## src/rtl/fabric_cfg_pkg.sv

```systemverilog
// Shared definitions for the fabric configuration sequencer: register map,
// CTRL/STATUS bit positions and the sequencer state encoding.
package fabric_cfg_pkg;

    localparam logic [3:0] OFF_CTRL   = 4'h0;
    localparam logic [3:0] OFF_DATA   = 4'h4;
    localparam logic [3:0] OFF_LEN    = 4'h8;
    localparam logic [3:0] OFF_STATUS = 4'hC;

    localparam int CTRL_ABORT  = 30;
    localparam int CTRL_COMMIT = 31;

    localparam int ST_BUSY    = 0;
    localparam int ST_OVF     = 1;
    localparam int ST_EMPTY   = 2;
    localparam int ST_FULL    = 3;
    localparam int ST_LVL_LO  = 8;
    localparam int ST_DONE_LO = 16;

    typedef enum logic [2:0] {
        S_IDLE,
        S_LOAD,
        S_SHIFT,
        S_WAIT,
        S_SET
    } seq_state_t;

endpackage

```

## src/rtl/cfg_word_fifo.sv

```systemverilog
// Synchronous word FIFO feeding the configuration shifter.
// Pushes into a full FIFO are dropped; flush empties it in one cycle.
module cfg_word_fifo #(
    parameter int DEPTH = 4,
    parameter int LVL_W = $clog2(DEPTH) + 1
) (
    input  logic             i_clk,
    input  logic             i_rst,
    input  logic             i_flush,
    input  logic             i_push,
    input  logic [31:0]      i_data,
    input  logic             i_pop,
    output logic [31:0]      o_data,
    output logic             o_full,
    output logic             o_empty,
    output logic [LVL_W-1:0] o_level
);

    localparam int AW = $clog2(DEPTH);

    logic [31:0]      r_mem [DEPTH];
    logic [AW-1:0]    r_wptr;
    logic [AW-1:0]    r_rptr;
    logic [LVL_W-1:0] r_level;
    logic             w_do_push;
    logic             w_do_pop;

    assign o_full    = (r_level == LVL_W'(DEPTH));
    assign o_empty   = (r_level == '0);
    assign o_level   = r_level;
    assign o_data    = r_mem[r_rptr];
    assign w_do_push = i_push & ~o_full;
    assign w_do_pop  = i_pop & ~o_empty;

    always_ff @(posedge i_clk) begin
        if (w_do_push) begin
            r_mem[r_wptr] <= i_data;
        end
    end

    always_ff @(posedge i_clk) begin
        if (i_rst || i_flush) begin
            r_wptr  <= '0;
            r_rptr  <= '0;
            r_level <= '0;
        end else begin
            if (w_do_push) begin
                r_wptr <= r_wptr + AW'(1);
            end
            if (w_do_pop) begin
                r_rptr <= r_rptr + AW'(1);
            end
            r_level <= r_level + LVL_W'(w_do_push) - LVL_W'(w_do_pop);
        end
    end

endmodule

```

## src/rtl/fabric_config_sequencer.sv

```systemverilog
// Wishbone slave that serialises FIFO'd 32-bit words LSB-first onto the
// masked fabric column shift chains, then pulses cfg_set once.
module fabric_config_sequencer
    import fabric_cfg_pkg::*;
#(
    parameter int          MX         = 6,
    parameter logic [31:0] BASE_ADDR  = 32'h3000_0000,
    parameter int          FIFO_DEPTH = 4,
    parameter int          LEN_W      = 16
) (
    input  logic          wb_clk_i,
    input  logic          wb_rst_i,
    input  logic          wbs_stb_i,
    input  logic          wbs_cyc_i,
    input  logic          wbs_we_i,
    input  logic [3:0]    wbs_sel_i,
    input  logic [31:0]   wbs_data_i,
    input  logic [31:0]   wbs_addr_i,
    output logic          wbs_ack_o,
    output logic [31:0]   wbs_data_o,
    output logic [MX-1:0] cfg_cen,
    output logic [MX-1:0] cfg_shift,
    output logic [MX-1:0] cfg_data,
    output logic [MX-1:0] cfg_set,
    output logic          busy
);

    localparam int LVL_W = $clog2(FIFO_DEPTH) + 1;

    seq_state_t       r_state;
    seq_state_t       w_state_nxt;

    logic             r_ack;
    logic             r_req_we;
    logic             r_req_sel_ok;
    logic [3:0]       r_req_off;
    logic [31:0]      r_req_data;

    logic [MX-1:0]    r_mask;
    logic [LEN_W-1:0] r_len;
    logic             r_ovf;
    logic [31:0]      r_sr;
    logic [4:0]       r_bitcnt;
    logic [LEN_W-1:0] r_bits_done;

    logic             w_hit;
    logic             w_wr;
    logic             w_rd;
    logic             w_wr_ctrl;
    logic             w_abort;
    logic             w_commit;
    logic             w_push;
    logic             w_pop;
    logic             w_shift_en;
    logic             w_busy;
    logic [LEN_W-1:0] w_done_nxt;
    logic [31:0]      w_fifo_data;
    logic             w_full;
    logic             w_empty;
    logic [LVL_W-1:0] w_level;
    logic             w_unused;

    assign w_hit = wbs_stb_i & wbs_cyc_i & (wbs_addr_i[31:4] == BASE_ADDR[31:4]);
    assign w_unused = &{1'b0, wbs_addr_i[1:0]};

    // The request is latched on the hit and takes effect at the end of the ack cycle.
    always_ff @(posedge wb_clk_i) begin
        if (wb_rst_i) begin
            r_ack        <= 1'b0;
            r_req_we     <= 1'b0;
            r_req_sel_ok <= 1'b0;
            r_req_off    <= '0;
            r_req_data   <= '0;
        end else begin
            r_ack <= w_hit & ~r_ack;
            if (w_hit && !r_ack) begin
                r_req_we     <= wbs_we_i;
                r_req_sel_ok <= &wbs_sel_i;
                r_req_off    <= {wbs_addr_i[3:2], 2'b00};
                r_req_data   <= wbs_data_i;
            end
        end
    end

    assign wbs_ack_o  = r_ack;
    assign w_busy     = (r_state != S_IDLE);
    assign busy       = w_busy;
    assign w_wr       = r_ack & r_req_we & r_req_sel_ok;
    assign w_rd       = r_ack & ~r_req_we;
    assign w_wr_ctrl  = w_wr & (r_req_off == OFF_CTRL);
    assign w_abort    = w_wr_ctrl & r_req_data[CTRL_ABORT];
    assign w_commit   = w_wr_ctrl & r_req_data[CTRL_COMMIT] & ~w_abort & ~w_busy;
    assign w_push     = w_wr & (r_req_off == OFF_DATA);
    assign w_done_nxt = r_bits_done + LEN_W'(1);

    always_comb begin
        wbs_data_o = '0;
        if (w_rd) begin
            case (r_req_off)
                OFF_LEN: wbs_data_o[LEN_W-1:0] = r_len;
                OFF_STATUS: begin
                    wbs_data_o[ST_BUSY]            = w_busy;
                    wbs_data_o[ST_OVF]             = r_ovf;
                    wbs_data_o[ST_EMPTY]           = w_empty;
                    wbs_data_o[ST_FULL]            = w_full;
                    wbs_data_o[ST_LVL_LO +: 8]     = 8'(w_level);
                    wbs_data_o[ST_DONE_LO +: 16]   = 16'(r_bits_done);
                end
                default: wbs_data_o = '0;
            endcase
        end
    end

    always_ff @(posedge wb_clk_i) begin
        if (wb_rst_i) begin
            r_mask <= '0;
            r_len  <= '0;
            r_ovf  <= 1'b0;
        end else begin
            if (w_wr_ctrl && !w_abort && !w_busy) begin
                r_mask <= r_req_data[MX-1:0];
            end
            if (w_wr && (r_req_off == OFF_LEN) && !w_busy) begin
                r_len <= r_req_data[LEN_W-1:0];
            end
            if (w_push && w_full) begin
                r_ovf <= 1'b1;
            end else if (w_rd && (r_req_off == OFF_STATUS)) begin
                r_ovf <= 1'b0;
            end
        end
    end

    cfg_word_fifo #(
        .DEPTH (FIFO_DEPTH),
        .LVL_W (LVL_W)
    ) u_fifo (
        .i_clk   (wb_clk_i),
        .i_rst   (wb_rst_i),
        .i_flush (w_abort),
        .i_push  (w_push),
        .i_data  (r_req_data),
        .i_pop   (w_pop),
        .o_data  (w_fifo_data),
        .o_full  (w_full),
        .o_empty (w_empty),
        .o_level (w_level)
    );

    always_ff @(posedge wb_clk_i) begin
        if (wb_rst_i) begin
            r_state <= S_IDLE;
        end else begin
            r_state <= w_state_nxt;
        end
    end

    always_comb begin
        w_state_nxt = r_state;
        w_pop       = 1'b0;
        w_shift_en  = 1'b0;
        cfg_cen     = '0;
        cfg_shift   = '0;
        cfg_data    = '0;
        cfg_set     = '0;
        case (r_state)
            S_IDLE: begin
                if (w_commit) begin
                    w_state_nxt = (r_len != '0) ? S_LOAD : S_SET;
                end
            end
            S_LOAD: begin
                cfg_cen = r_mask;
                if (!w_empty) begin
                    w_pop       = 1'b1;
                    w_state_nxt = S_SHIFT;
                end else begin
                    w_state_nxt = S_WAIT;
                end
            end
            S_SHIFT: begin
                cfg_cen    = r_mask;
                cfg_shift  = r_mask;
                cfg_data   = r_mask & {MX{r_sr[0]}};
                w_shift_en = 1'b1;
                // Reaching LEN mid-word discards the rest of that word.
                if (w_done_nxt == r_len) begin
                    w_state_nxt = S_SET;
                end else if (r_bitcnt == 5'd31) begin
                    w_state_nxt = S_LOAD;
                end
            end
            S_WAIT: begin
                cfg_cen = r_mask;
                if (!w_empty) begin
                    w_state_nxt = S_LOAD;
                end
            end
            S_SET: begin
                cfg_cen     = r_mask;
                cfg_set     = r_mask;
                w_state_nxt = S_IDLE;
            end
            default: w_state_nxt = S_IDLE;
        endcase
        if (w_abort) begin
            w_state_nxt = S_IDLE;
            w_pop       = 1'b0;
            w_shift_en  = 1'b0;
        end
    end

    always_ff @(posedge wb_clk_i) begin
        if (wb_rst_i) begin
            r_sr        <= '0;
            r_bitcnt    <= '0;
            r_bits_done <= '0;
        end else begin
            if (w_commit) begin
                r_bits_done <= '0;
            end
            if (w_pop) begin
                r_sr     <= w_fifo_data;
                r_bitcnt <= '0;
            end else if (w_shift_en) begin
                r_sr        <= {1'b0, r_sr[31:1]};
                r_bitcnt    <= r_bitcnt + 5'd1;
                r_bits_done <= w_done_nxt;
            end
        end
    end

endmodule

```

## config.mk

```make
export PLATFORM = sky130hd
export DESIGN_NAME = fabric_config_sequencer
export DESIGN_NICKNAME = d
export VERILOG_FILES = /design/src/rtl/fabric_cfg_pkg.sv /design/src/rtl/cfg_word_fifo.sv /design/src/rtl/fabric_config_sequencer.sv
export SDC_FILE = /design/constraint.sdc
export NUM_CORES = 1
export LEC_CHECK = 0
export ABC_AREA = 1
export CORE_MARGIN = 2
export CORE_UTILIZATION = 60
export CTS_CLUSTER_DIAMETER = 50
export DETAILED_ROUTE_END_ITERATION = 16
export GPL_ROUTABILITY_DRIVEN = 0
export GPL_TIMING_DRIVEN = 0
export PLACE_DENSITY = 0.92
export SYNTH_ARGS = -nofsm -noshare
export SYNTH_HDL_FRONTEND = slang
export SYNTH_SLANG_ARGS = --single-unit
```

## constraint.sdc

```tcl
create_clock -name wb_clk_i -period 7.5 [get_ports wb_clk_i]
set_input_delay 0.75 -clock wb_clk_i [delete_from_list [all_inputs] [get_ports wb_clk_i]]
set_output_delay 0.75 -clock wb_clk_i [all_outputs]
set_load 0.005 [all_outputs]
```

==> metrics <==
status=finished clean; switching share of power=22.0%; Max-slew headroom=28.0%; Die Width=139 microns; CTS buffer count=27; post-synthesis async set-or-reset flop share=0%; CTS tree=built; Setup violations, final=0; grt total ovfl=0; initial antenna violation count=0; core area=18000 sq um; Setup crit end kind=output pin; Final Total Pwr=2.83 mW; reg2reg start=wbs_ack_o; Max clock buf depth=3; Min Hold Slack=0.467 ns; mux cell area share after synthesis=0%; cell at the slowest stage of the critical path=clkdlybuf4s50_1; GRT Total Usage=35.0%; Mapped Cells=1263; vias in the first global route=10500; largest net degree at the start of global routing=32; Hold Fails Final Rpt=0; combinational group share of total power=2.4%; CTS Hold Buffers Added=0; syn_area_per_cell=8.72 sq um; Cell Area, Synth=11000 sq um; total number of yosys warnings=0; crit-path leading delay family=buffers and inverters; syn_nets=1346; share of cells above drive strength 1=5.82%; Register-to-Register Path Depth=14; Via density=6.26; Peak VDD IR=0.181 mV; Synth area leaders=edfxtp_1 35%, dfxtp_1 23%, nand2_1 7.6%; Initial Utilization=61.3%; Worst-Margin Slew=1.07 ns; Final Slew Violations=0; filler cell count=1061; # port buffers=127; LEAKAGE=5.40 nW; first-iteration detailed-routing DRC count=1691; HP Class=flop to flop; Vias=10500; FF-to-FF setup slack=4.55 ns; max_cap viols=0; Clock power frac=46.8%; Yosys top cell area share=34.9%; Synth cell types=43; postcts setup bufs=0; post-synth top area cell=edfxtp_1; WHS Endpoint=r_ovf; DR WL/cell=20.7 microns; TritonCTS Sinks=253; clk root buf=clkbuf_16; ANT nets after route=0; crit-path max FO=10; critical path required time=6.75 ns; Yosys reg bits=253; first-pass GRT wire length=53800 microns; ys flop type=edfxtp_1; Post-Synth XOR/XNOR Area=0.534%; WL final=34600 microns; H-tree Lvls=1; cell count after placement=1623; Internal=2.21 mW; min cycle time layout=3.52 ns; largest family of logic cells by synthesized area=simple AND/OR/NAND/NOR gates; worst path buffer plus inverter count=4; Die H=139 microns; post-cts resize count=0; simple-gate share of the synthesized area=20.9%; Clock transition at path regs=0.06 ns; min-delay src=r_ovf; worst r2r dst=u_fifo.o_level[2]; DRT Pass-1 Iters=7; Crit path largest cell delay=0.55 ns; CP cell instances=inv_1 -> nor2_1 -> clkinv_1 -> clkbuf_1 -> a21oi_1 -> clkdlybuf4s50_1; area of the die=19500 sq um; Rows=49; number of flops mapped to enable cells by yosys=128; drc violations=0; pwr dens=208 nW/um^2; Ports=131; adder-cell share of the synthesized area=1.20%; Setup CP Type=flop to output pin; CP Launch Type=flop; hpwl dp=22300 microns; Post-synth top cells=223 x nand2_1, 211 x nor2_1, 134 x inv_1; Syn-to-layout area delta=23.3%; FMAX=284 MHz; Sum Neg Setup Slack=0 ns; Compound-Gate Fraction of Synth Area=12.8%; worst endpoint data arrival time=2.77 ns; Worst Skew=0.0204 ns; final design utilization=75.6%; register share of total power=50.8%; Min-Delay Path Depth=2; final cell count without fillers=1675; Clock Latency Late Sink=0.56 ns; leading cell type by number of instances after synthesis=nand2_1; fin crit share=46.9%; RSZ-0062 raised after global routing=no; Nets=1506; Seq/Total Area, Yosys=57.6%; Psw=0.624 mW
state kept, by name (all words and copies together) (netlist names), 5 cells and up, named ones only:
name,count
r_sr,32
r_req_data,32
r_bits_done,16
r_bitcnt,5
r_len,16
u_fifo.r_mem,128
r_mask,6
cell families (layout without fill, tap and decap cells):
| family | count (synthesis) | count (layout) |
|---|---|---|
| xor gates and xnor gates | 5 | 5 |
| and+or+nand+nor | 547 | 547 |
| AOI/OAI and AO/OA | 250 | 250 |
| buffers and inverters | 198 | 379 |
| DFF | 253 | 253 |
| other | 0 | 2 |
| adders and majority gates | 10 | 10 |
routing by layer:
layer / global-route usage [%] / wire length (microns) / part of all wire [%] / vias to the layer above
met5: 0 / 0 / 0 / -
met4: 20.4 / 1950 / 5.6 / 0
met3: 8.36 / 4990 / 14 / 185
met2: 56.8 / 15900 / 46 / 964
met1: 42.8 / 11700 / 34 / 4762
li1: - / - / - / 4579
final cells by class:
type / instances / area, sq um / share of cell area [%]
plain buffers: 59 / 236 / 1.74
clock inverters: 17 / 156 / 1.15
multi-input cells: 812 / 3940 / 29.0
inverters: 139 / 522 / 3.84
flip-flops and latches: 253 / 6350 / 46.7
diodes: 2 / 5.00 / 0.0368
clock buffers: 33 / 718 / 5.29
well taps: 229 / 287 / 2.11
repair buffers: 131 / 1370 / 10.1
through the flow:
step | instance area, sq um | setup WS (ns)
CTS | 13600 | 4.14
global placement | 12600 | 3.31
detailed placement | 12700 | 4.43
floorplan | 11000 | 4.77
finish | 13600 | 3.98
global route | 13600 | 3.78
power groups by stage:
stage	Sequential, mW	Clock [mW]	Combinational [mW]
floorplan	1.47	0	0.0145
global placement	1.47	0	0.0618
detailed placement	1.47	0	0.0634
CTS	1.44	1.31	0.0645
global route	1.44	1.37	0.0695
finish	1.44	1.33	0.0670
worst min-delay path, cell delays in order, from the launching register on:
cell,delay (ns)
dfxtp_1,0.31
nand2_1,0.06
a21oi_1,0.06
how the worst max path moves through the flow:
stage	start	depth (start not counted)	end
2_1_floorplan	wbs_ack_o	6	u_fifo.r_mem[0][0]
3_3_place_gp	wbs_ack_o	6	u_fifo.r_mem[0][21]
3_5_place_dp	wbs_addr_i[19]	7	r_req_data[16]
4_1_cts	wbs_ack_o	6	wbs_data_o[3]
5_1_grt	wbs_ack_o	6	wbs_data_o[13]
6_report	wbs_ack_o	6	wbs_data_o[0]
cells in the final DEF, fill, tap and decap left out, types with 3 or more instances in the layout:
cell             count
nand2_1            223
nor2_1             207
inv_1              134
edfxtp_1           128
clkdlybuf4s50_1    127
dfxtp_1            125
o21ai_0            120
a21oi_1             54
clkbuf_1            46
nand3_1             44
o22ai_1             31
clkbuf_16           27
nor3_1              24
nand4_1             19
o221ai_1            18
buf_2                9
nor4_1               9
ha_1                 9
clkinv_2             8
nor2_4               7
o211ai_1             7
o21ai_1              5
buf_1                5
a31oi_1              5
inv_6                4
clkinv_1             3
inv_2                3
o32ai_1              3
or2_2                3
clkbuf_2             3
a211oi_1             3
buf_16               3
Note: power is estimated with default switching activity, not from simulation.
